`config.mk`:
```
export PLATFORM = sky130hd
export DESIGN_NAME = instruction_encoder_flat
export DESIGN_NICKNAME = d
export VERILOG_FILES = /design/src/rtl/instruction_encoder_if.sv /design/src/rtl/instruction_encoder.sv /design/src/flat_wrapper.sv
export SDC_FILE = /design/constraint.sdc
export NUM_CORES = 1
export LEC_CHECK = 0
export BUFFER_PORTS_ARGS = -buffer_cell sky130_fd_sc_hd__buf_2
export CORE_MARGIN = 5
export CORE_UTILIZATION = 50
export CTS_CLUSTER_DIAMETER = 150
export DETAILED_ROUTE_END_ITERATION = 8
export PLACE_DENSITY = 0.89
export RECOVER_POWER = 100
export SYNTH_ARGS = -nofsm -noshare
export SYNTH_HDL_FRONTEND = slang
export SYNTH_SLANG_ARGS = --single-unit
export TNS_END_PERCENT = 30
```
`constraint.sdc`:
```
create_clock -name clk -period 4.6 [get_ports clk]
set_clock_uncertainty 0.15 [all_clocks]
set_input_delay 0.46 -clock clk [delete_from_list [all_inputs] [get_ports clk]]
set_output_delay 0.46 -clock clk [all_outputs]
set_load 0.03 [all_outputs]
```
`src/rtl/instruction_encoder_if.sv`:
```
// Field-set input and encoded-word output handshakes of instruction_encoder.
// The master is the producer of field sets and the consumer of encoded words.
interface instruction_encoder_if #(
    parameter int ADDR_WIDTH = 8
);
    logic                  in_valid;
    logic                  in_ready;
    logic [6:0]            in_opcode;
    logic [2:0]            in_func_3;
    logic                  in_func_7_bit_6;
    logic [4:0]            in_rd;
    logic [4:0]            in_rs1;
    logic [4:0]            in_rs2;
    logic [31:0]           in_imm;
    logic                  out_valid;
    logic                  out_ready;
    logic [31:0]           out_instruction;
    logic [ADDR_WIDTH-1:0] out_addr;
    logic                  out_illegal;
    logic                  mem_full;

    modport master (
        output in_valid, in_opcode, in_func_3, in_func_7_bit_6, in_rd, in_rs1, in_rs2, in_imm,
        output out_ready,
        input  in_ready, out_valid, out_instruction, out_addr, out_illegal, mem_full
    );

    modport slave (
        input  in_valid, in_opcode, in_func_3, in_func_7_bit_6, in_rd, in_rs1, in_rs2, in_imm,
        input  out_ready,
        output in_ready, out_valid, out_instruction, out_addr, out_illegal, mem_full
    );
endinterface

```
`src/rtl/instruction_encoder.sv`:
```
// Assembles RV32I words from decoded fields and streams them at ascending word addresses.
// Optional macro ENC_ILLEGAL_TRAP_EN: illegal field sets are swallowed and flagged stickily.
module instruction_encoder #(
    parameter int ADDR_WIDTH = 8,
    parameter int BASE_ADDR  = 0
) (
    input logic clk,
    input logic rst_n,
    input logic clear,
    instruction_encoder_if.slave bus
);
    localparam logic [6:0] OP_R      = 7'h33;
    localparam logic [6:0] OP_LOAD   = 7'h03;
    localparam logic [6:0] OP_IMM    = 7'h13;
    localparam logic [6:0] OP_JALR   = 7'h67;
    localparam logic [6:0] OP_STORE  = 7'h23;
    localparam logic [6:0] OP_BRANCH = 7'h63;
    localparam logic [6:0] OP_AUIPC  = 7'h17;
    localparam logic [6:0] OP_LUI    = 7'h37;
    localparam logic [6:0] OP_JAL    = 7'h6f;
    localparam logic [31:0] NOP_WORD = 32'h0000_0013;
    localparam logic [ADDR_WIDTH-1:0] BASE_A = ADDR_WIDTH'(BASE_ADDR);
    localparam logic [ADDR_WIDTH-1:0] LAST_A = {ADDR_WIDTH{1'b1}};

    typedef enum logic [1:0] {
        EMPTY  = 2'b00,
        LOADED = 2'b01,
        FULL   = 2'b10
    } state_t;

    function automatic logic [31:0] encode(
        input logic [6:0]  op,
        input logic [2:0]  f3,
        input logic        f7b6,
        input logic [4:0]  rd,
        input logic [4:0]  rs1,
        input logic [4:0]  rs2,
        input logic [31:0] imm
    );
        logic [31:0] w;
        w = 32'h0000_0000;
        case (op)
            OP_R:      w = {1'b0, f7b6, 5'b00000, rs2, rs1, f3, rd, op};
            OP_IMM: begin
                if ((f3 == 3'b001) || (f3 == 3'b101)) begin
                    w = {1'b0, f7b6, 5'b00000, imm[4:0], rs1, f3, rd, op};
                end else begin
                    w = {imm[11:0], rs1, f3, rd, op};
                end
            end
            OP_LOAD:   w = {imm[11:0], rs1, f3, rd, op};
            OP_JALR:   w = {imm[11:0], rs1, 3'b000, rd, op};
            OP_STORE:  w = {imm[11:5], rs2, rs1, f3, imm[4:0], op};
            OP_BRANCH: w = {imm[12], imm[10:5], rs2, rs1, f3, imm[4:1], imm[11], op};
            OP_LUI,
            OP_AUIPC:  w = {imm[31:12], rd, op};
            OP_JAL:    w = {imm[20], imm[10:1], imm[11], imm[19:12], rd, op};
            default:   w = 32'h0000_0000;
        endcase
        return w;
    endfunction

    function automatic logic is_illegal(
        input logic [6:0] op,
        input logic [2:0] f3,
        input logic       imm0
    );
        logic bad;
        bad = 1'b0;
        case (op)
            OP_R, OP_IMM, OP_JALR, OP_AUIPC, OP_LUI: bad = 1'b0;
            OP_LOAD:   bad = (f3 == 3'b011) || (f3 == 3'b110) || (f3 == 3'b111);
            OP_STORE:  bad = (f3 > 3'b010);
            OP_BRANCH: bad = (f3 == 3'b010) || (f3 == 3'b011) || imm0;
            OP_JAL:    bad = imm0;
            default:   bad = 1'b1;
        endcase
        return bad;
    endfunction

    state_t                state_r;
    logic                  out_valid_r;
    logic                  out_illegal_r;
    logic                  mem_full_r;
    logic [31:0]           out_instruction_r;
    logic [ADDR_WIDTH-1:0] out_addr_r;

    logic        last_s;
    logic        in_ready_s;
    logic        in_hs_s;
    logic        out_hs_s;
    logic        illegal_s;
    logic [31:0] enc_s;
    logic        load_valid_s;
    logic [31:0] load_word_s;
    logic        load_illegal_s;
    logic        idle_illegal_s;

    // Handshake qualification and the word/flag a newly accepted field set produces
    always_comb begin
        last_s     = (out_addr_r == LAST_A);
        in_ready_s = !clear && !mem_full_r && (!out_valid_r || (bus.out_ready && !last_s));
        in_hs_s    = bus.in_valid && in_ready_s;
        out_hs_s   = out_valid_r && bus.out_ready;
        enc_s      = encode(bus.in_opcode, bus.in_func_3, bus.in_func_7_bit_6,
                            bus.in_rd, bus.in_rs1, bus.in_rs2, bus.in_imm);
        illegal_s  = is_illegal(bus.in_opcode, bus.in_func_3, bus.in_imm[0]);
`ifdef ENC_ILLEGAL_TRAP_EN
        // Illegal sets leave no word behind; the flag stays up until clear/reset
        load_valid_s   = !illegal_s;
        load_word_s    = enc_s;
        load_illegal_s = out_illegal_r || illegal_s;
        idle_illegal_s = out_illegal_r;
`else
        load_valid_s   = 1'b1;
        load_word_s    = illegal_s ? NOP_WORD : enc_s;
        load_illegal_s = illegal_s;
        idle_illegal_s = 1'b0;
`endif
    end

    // Output-register FSM: EMPTY / LOADED / FULL with address sequencing
    always_ff @(posedge clk or negedge rst_n) begin
        if (!rst_n) begin
            state_r           <= EMPTY;
            out_valid_r       <= 1'b0;
            out_instruction_r <= 32'h0000_0000;
            out_illegal_r     <= 1'b0;
            out_addr_r        <= BASE_A;
            mem_full_r        <= 1'b0;
        end else if (clear) begin
            state_r           <= EMPTY;
            out_valid_r       <= 1'b0;
            out_instruction_r <= 32'h0000_0000;
            out_illegal_r     <= 1'b0;
            out_addr_r        <= BASE_A;
            mem_full_r        <= 1'b0;
        end else begin
            case (state_r)
                EMPTY: begin
                    if (in_hs_s) begin
                        out_valid_r       <= load_valid_s;
                        out_instruction_r <= load_word_s;
                        out_illegal_r     <= load_illegal_s;
                        state_r           <= load_valid_s ? LOADED : EMPTY;
                    end else begin
                        state_r <= EMPTY;
                    end
                end
                LOADED: begin
                    if (out_hs_s && last_s) begin
                        state_r       <= FULL;
                        out_valid_r   <= 1'b0;
                        out_illegal_r <= idle_illegal_s;
                        mem_full_r    <= 1'b1;
                    end else if (out_hs_s) begin
                        out_addr_r <= out_addr_r + ADDR_WIDTH'(1);
                        if (in_hs_s) begin
                            out_valid_r       <= load_valid_s;
                            out_instruction_r <= load_word_s;
                            out_illegal_r     <= load_illegal_s;
                            state_r           <= load_valid_s ? LOADED : EMPTY;
                        end else begin
                            out_valid_r   <= 1'b0;
                            out_illegal_r <= idle_illegal_s;
                            state_r       <= EMPTY;
                        end
                    end else begin
                        state_r <= LOADED;
                    end
                end
                FULL: begin
                    state_r <= FULL;
                end
                default: begin
                    state_r     <= EMPTY;
                    out_valid_r <= 1'b0;
                end
            endcase
        end
    end

    assign bus.in_ready        = in_ready_s;
    assign bus.out_valid       = out_valid_r;
    assign bus.out_instruction = out_instruction_r;
    assign bus.out_addr        = out_addr_r;
    assign bus.out_illegal     = out_illegal_r;
    assign bus.mem_full        = mem_full_r;
endmodule

```
`src/flat_wrapper.sv`:
```
// flat-port wrapper written by rule: the top's interface ports become plain ports
module instruction_encoder_flat 
#(
    parameter int ADDR_WIDTH = 8,
    parameter int BASE_ADDR  = 0
)
  (clk, rst_n, clear, bus_in_valid, bus_in_opcode, bus_in_func_3, bus_in_func_7_bit_6, bus_in_rd, bus_in_rs1, bus_in_rs2, bus_in_imm, bus_out_ready, bus_in_ready, bus_out_valid, bus_out_instruction, bus_out_addr, bus_out_illegal, bus_mem_full);
  instruction_encoder_if #(.ADDR_WIDTH(ADDR_WIDTH)) bus_i ();
  input logic clk;
  input logic rst_n;
  input logic clear;
  input wire logic [$bits(bus_i.in_valid)-1:0] bus_in_valid;
  input wire logic [$bits(bus_i.in_opcode)-1:0] bus_in_opcode;
  input wire logic [$bits(bus_i.in_func_3)-1:0] bus_in_func_3;
  input wire logic [$bits(bus_i.in_func_7_bit_6)-1:0] bus_in_func_7_bit_6;
  input wire logic [$bits(bus_i.in_rd)-1:0] bus_in_rd;
  input wire logic [$bits(bus_i.in_rs1)-1:0] bus_in_rs1;
  input wire logic [$bits(bus_i.in_rs2)-1:0] bus_in_rs2;
  input wire logic [$bits(bus_i.in_imm)-1:0] bus_in_imm;
  input wire logic [$bits(bus_i.out_ready)-1:0] bus_out_ready;
  output wire logic [$bits(bus_i.in_ready)-1:0] bus_in_ready;
  output wire logic [$bits(bus_i.out_valid)-1:0] bus_out_valid;
  output wire logic [$bits(bus_i.out_instruction)-1:0] bus_out_instruction;
  output wire logic [$bits(bus_i.out_addr)-1:0] bus_out_addr;
  output wire logic [$bits(bus_i.out_illegal)-1:0] bus_out_illegal;
  output wire logic [$bits(bus_i.mem_full)-1:0] bus_mem_full;
  assign bus_i.in_valid = bus_in_valid;
  assign bus_i.in_opcode = bus_in_opcode;
  assign bus_i.in_func_3 = bus_in_func_3;
  assign bus_i.in_func_7_bit_6 = bus_in_func_7_bit_6;
  assign bus_i.in_rd = bus_in_rd;
  assign bus_i.in_rs1 = bus_in_rs1;
  assign bus_i.in_rs2 = bus_in_rs2;
  assign bus_i.in_imm = bus_in_imm;
  assign bus_i.out_ready = bus_out_ready;
  assign bus_in_ready = bus_i.in_ready;
  assign bus_out_valid = bus_i.out_valid;
  assign bus_out_instruction = bus_i.out_instruction;
  assign bus_out_addr = bus_i.out_addr;
  assign bus_out_illegal = bus_i.out_illegal;
  assign bus_mem_full = bus_i.mem_full;
  instruction_encoder #(.ADDR_WIDTH(ADDR_WIDTH), .BASE_ADDR(BASE_ADDR)) u_core (.clk(clk), .rst_n(rst_n), .clear(clear), .bus(bus_i));
endmodule
```
## After elaboration in Yosys (flattened, before gate mapping)

Cells that the tools add are included.

- Reduce and logical (&&, ||, !) cells: 28
- Equality and inequality tests: 24
- Add/subtract/negate cells: 1
- Multiplexer cells: 33
- Magnitude comparators: 1

Operators with widths:

| cell | number |
|---|---|
| 32-bit one-hot mux with 8 select lines | 1 |
| 32-bit two-way mux | 6 |
| 32-bit one-hot mux with 2 select lines | 1 |
| 8-bit two-way mux | 4 |
| 7-bit by 6-bit equality test with 1-bit output, second input constant | 3 |
| 7-bit equality test, second input constant | 3 |
| 1-bit two-way mux | 15 |
| 7-bit by 5-bit equality test with 1-bit output, second input constant | 2 |
| 3-bit AND reduction | 4 |
| 3-bit equality test, second input constant | 3 |
| 8-bit by 1-bit adder with 8-bit output, second input constant | 1 |
| 8-bit equality test, second input constant | 1 |
| 7-bit by 2-bit equality test with 1-bit output, second input constant | 1 |
| 3-bit by 2-bit equality test with 1-bit output, second input constant | 2 |
| 1-bit logical AND | 6 |
| 1-bit logical OR | 6 |
| 3-bit by 2-bit != test with 1-bit output, second input constant | 2 |
| 2-bit one-hot mux with 3 select lines | 1 |
| 2-bit nonzero test | 3 |
| 1-bit one-hot mux with 5 select lines | 1 |
| 5-bit OR reduction | 1 |
| 1-bit zero test | 4 |
| 2-bit two-way mux | 2 |
| 2-bit != test, second input constant | 2 |
| other kinds (12) | 12 |

- Register bits after elaboration: 45
- Output and inout port bits: 44
- Logic and storage cells: 93
- Input bits: 63

## Longest topological paths before layout

- Depth in word-level cells: 11
- Gate-level depth with buffers: 7
- Depth with buffers taken out: 6

## Least setup slack after synthesis

Ideal clock, no wire load.

- Path type: flip-flop to output port
- Start: register u_core.out_addr_r[0], in the netlist u_core.bus.out_addr[0]
- End: output port bus_in_ready
- Required time: 3.990 ns
- Setup slack: 2.149 ns
- Path buffers: 0
- Stages on the path, launching flop included: 6
- Data arrival time: 1.841 ns
- Cells stage by stage: dfrtp_1 -> ha_1 -> nand3_1 -> or2_2 -> a21boi_0 -> nor3_1

- Longest elaborated chain between the ends: 5

RTL lines:

| what | RTL line | source |
|---|---|---|
| start, declared | instruction_encoder.sv:86 | `logic [ADDR_WIDTH-1:0] out_addr_r;` |
| start signal, assigned | instruction_encoder.sv:157 | `out_addr_r <= out_addr_r + ADDR_WIDTH'(1);` |
| 8-bit equality test | instruction_encoder.sv:101 | `last_s = (out_addr_r == LAST_A);` |
| 1-bit zero test | instruction_encoder.sv:102 | `in_ready_s = !clear && !mem_full_r && (!out_valid_r \|\| (bus.out_ready && !last_s));` |
| 1-bit logical AND | instruction_encoder.sv:102 |  |
| 1-bit logical OR | instruction_encoder.sv:102 |  |
| 1-bit logical AND | instruction_encoder.sv:102 |  |
| end, declared | flat_wrapper.sv:21 | `output wire logic [$bits(bus_i.in_ready)-1:0] bus_in_ready;` |

Every way passes these cells.

## Final worst setup path

- Start: register u_core.out_addr_r[0], in the netlist u_core.bus.out_addr[0]
- End: register u_core.out_instruction_r[5], in the netlist u_core.bus.out_instruction[5]

- Longest elaborated chain between the ends: 11
- Elaborated cells on any way between the ends: 14
- Those cells by class: eq/ne (2); mux (5); reduce/logical (7)

RTL lines:

| what | RTL line | source |
|---|---|---|
| 8-bit equality test * | instruction_encoder.sv:101 |  |
| 1-bit zero test | instruction_encoder.sv:102 |  |
| 1-bit logical AND | instruction_encoder.sv:102 |  |
| 1-bit logical OR | instruction_encoder.sv:102 |  |
| 1-bit logical AND | instruction_encoder.sv:102 |  |
| 1-bit logical AND | instruction_encoder.sv:103 | `in_hs_s = bus.in_valid && in_ready_s;` |
| 32-bit two-way mux (3 in series) | - |  |
| 32-bit one-hot mux with 2 select lines | - |  |
| 32-bit two-way mux | - |  |
| end signal, assigned | instruction_encoder.sv:143 | `out_instruction_r <= load_word_s;` |
| end signal, assigned | instruction_encoder.sv:160 | `out_instruction_r <= load_word_s;` |
| end, declared | instruction_encoder.sv:85 | `logic [31:0] out_instruction_r;` |

Mark *: on every way between the ends. The rest lies on a longest branch, timed or not. The select of a mux whose other input is x is not followed.
A chain may end at the register's enable or synchronous reset.

==> flow_summary.toml <==
[run_status]
status = "finished with violations"
violations = "max-capacitance violations, max-slew violations"

[global_routing]
grtUsageMet2_pct = 35.0
antenna_found_initial = 0
met1_usage_pct = 27.7
gr-usage-met3_pct = 5.25
grt_first_pass_wirelength_um = 12500
grt_pass1_vias = 2623
grt_use_total_pct = 21.6
busiest_layer = "met2"
grt_max_degree = 46
grt_overflow = 0

[timing]
slew_headroom_pct = -56.2
fmax_ghz = 0.320
final.period_utilization_pct = 67.9
setup_viol_count_final = 0
worst_slew_pin_slew_ps = 2340
finalMaxSlewViolations = 46
min_period_ps = 3120
setup_slack_ps = 1480
hold-worst-slack_ps = 354
hold_viol_final = 0
fin_tns_setup_ps = 0
rsz0062_at_grt = "false"

[power]
share_comb_of_total_power_pct = 17.6
power_switching_share_pct = 29.2
p_switching_uw = 227
seqPwrFrac_pct = 52.4
power_density_nw_per_um2 = 246
p_leak_nw = 1.35
internal_power_uw = 552
pwr-share-clk_pct = 30.0
ir_drop_v = 0.000128

[critical_path]
critical_path_arrival_ps = 3140
critical_path_class = "reg2reg"
cp-start-kind = "flop"
cp_data_required_time_ps = 4610
crit_fanout = 30
ff2ff_path_depth = 7
end_kind = "flop"

[place]
hpwl_um = 5840
place_area_sq_um = 3180
dp_cells = 440
portBuffers = 106
dp_slack_ps = 1820
gp_congestion = 0.917

[cells_and_area]
multiInputGateArea_sq_um = 1360
syn_to_final_growth_pct = 18.0
antenna_cells = 0
final_area_sq_um = 3160
register_area_sq_um = 1130
final_net_count = 441
stdcell_count = 448
num-fill-cells = 478
drive_gt1_share_pct = 21.4

[drt]
vias = 2717
drcViolationCount = 0
drtAntennaViolNets = 0
dr.pass1.iters = 5
drt_wl_total_um = 7710
drt_iter0_drc = 191
drt-wirelength-per-cell_um = 17.2
via_per_inst = 6.06

[clock_tree]
max-clock-path-buffers = 2
cts_resized = 0
hold_buffers = 0
cts_buffers = 5
clk_pin_slew_worst_paths_ps = 80
clock_sinks = 45
cts_setup_buffers = 0
insertion_delay_ps = 290
htree_levels = 2
root_buffer = "clkbuf_8"
cts_tree = "built"

[floorplan]
row_count = 26
die_y_um = 83.2
start_util_pct = 51.8
core_area_sq_um = 5170
ios = 107
die_x_um = 83.2
die_area_sq_um = 6930

[synthesis]
netlist_area_sq_um = 2680
syn_inst = 284
synth_fp_nets = 348
ys_ff_latch = 45
syn_area_per_cell_sq_um = 9.44
yosysSeqAreaShare_pct = 42.0
synth-async-reset-ratio_pct = 100
yosys_most_used_dff = "dfrtp_1"
synth_edf_count = 0
yosys_warnings = 0
ys_types = 55

[min_path]
hold_class = "in2reg"
worstHoldPathCells = 3

[flow_run]
drv_cap = 1
==> cell usage after synthesis (3+ instances only) <==
library cell  number  area, sq um
clkbuf_1           5         18.8
xnor2_1            3         26.3
a22oi_1           18          135
buf_2              8         40.0
xor2_1             3         26.3
nor2b_1            7         43.8
nand2_1           14         52.6
a21oi_1           14         70.1
nor3_1             4         20.0
a222oi_1           4         40.0
nand3_1           34          170
nand2b_1           6         37.5
and3_1             3         18.8
o31ai_1           20          150
buf_4              5         37.5
dfrtp_1           45         1130
nor2_1            18         67.6
o21ai_0            9         45.0
o31ai_2            9          113
buf_6              3         33.8
inv_1              9         33.8
==> flip-flops by register name, indices dropped and copies added, names as in the netlist <==
signal,flops
u_core.bus.out_illegal,1
u_core.bus.out_instruction,32
u_core.bus.out_valid,1
u_core.bus.out_addr,8
u_core.state_r,2
u_core.bus.mem_full,1
==> layout make-up <==
cell class	instances	share of cell area, %
Clock inverter	2	0.316
Sequential cell	45	35.6
Multi-Input combinational cell	209	42.9
Inverter	9	1.07
Timing Repair Buffer	107	15.1
Clock buffer	6	2.29
Tap cell	70	2.77
==> per-stage QoR <==
stage	utilization (%)	power (mW)
final	61.2	0.780
after global routing	61.2	0.815
after CTS	63.0	0.787
after detailed placement	61.4	0.556
after global placement	61.4	0.553
after floorplan	-	0.503
==> path summary, 6_finish.rpt <==
| path | startpoint | slack (ps) | endpoint |
|---|---|---|---|
| hold / removal | bus_in_imm[18] | 350 | u_core.bus.out_instruction[18] |
| setup reg to reg | u_core.bus.out_addr[0] | 1480 | u_core.bus.out_instruction[5] |
| hold reg to reg | u_core.bus.out_instruction[7] | 370 | u_core.bus.out_instruction[7] |
| min in group asynchronous | rst_n | 720 | u_core.bus.out_addr[5] |
| setup / recovery | u_core.bus.out_addr[0] | 1480 | u_core.bus.out_instruction[5] |
| max in group asynchronous | rst_n | 2260 | u_core.bus.out_instruction[28] |
==> layout by cell type, fill, tap and decap left out, types with 10 or more instances in the layout <==
master,Yosys,layout
a22oi_1,18,18
nor2_1,18,18
a21oi_1,14,14
nand3_1,34,34
clkbuf_1,5,47
nand2_1,14,14
buf_2,8,61
o31ai_1,20,27
o21ai_0,9,10
dfrtp_1,45,45
==> kinds of logic (layout without fill, tap and decap cells) <==
group / count (synthesis) / in the layout / synth area share, %
compound gates: 98 / 98 / 28.0
xor+xnor: 6 / 6 / 1.96
fa+ha+maj: 1 / 1 / 0.467
buf+inv: 30 / 124 / 6.11
flops: 45 / 45 / 42.0
mux: 1 / 1 / 0.420
simple gates: 103 / 103 / 21.0
==> layer usage <==
layer | up-vias | part of all wire [%]
met5 | - | 0
met2 | 153 | 48
li1 | 1263 | -
met4 | 0 | 3.1
met1 | 1279 | 41
met3 | 22 | 8.0
==> worst max-delay path: stages, from the launching register on <==
cell and delay [ps]:
dfrtp_1 400, ha_1 230, nand3_1 180, o211a_1 260, o21ai_2 550, clkbuf_1 600
or2b_4 470, o32ai_1 150
==> power by group through the flow <==
| stage | Clock, mW | Sequential [mW] | Combinational, mW |
|---|---|---|---|
| floorplan | 0 | 0.426 | 0.0766 |
| global placement | 0 | 0.416 | 0.137 |
| detailed placement | 0 | 0.416 | 0.140 |
| CTS | 0.238 | 0.408 | 0.141 |
| global route | 0.256 | 0.410 | 0.150 |
| finish | 0.234 | 0.408 | 0.137 |
Power figures use the tool's default switching activity.
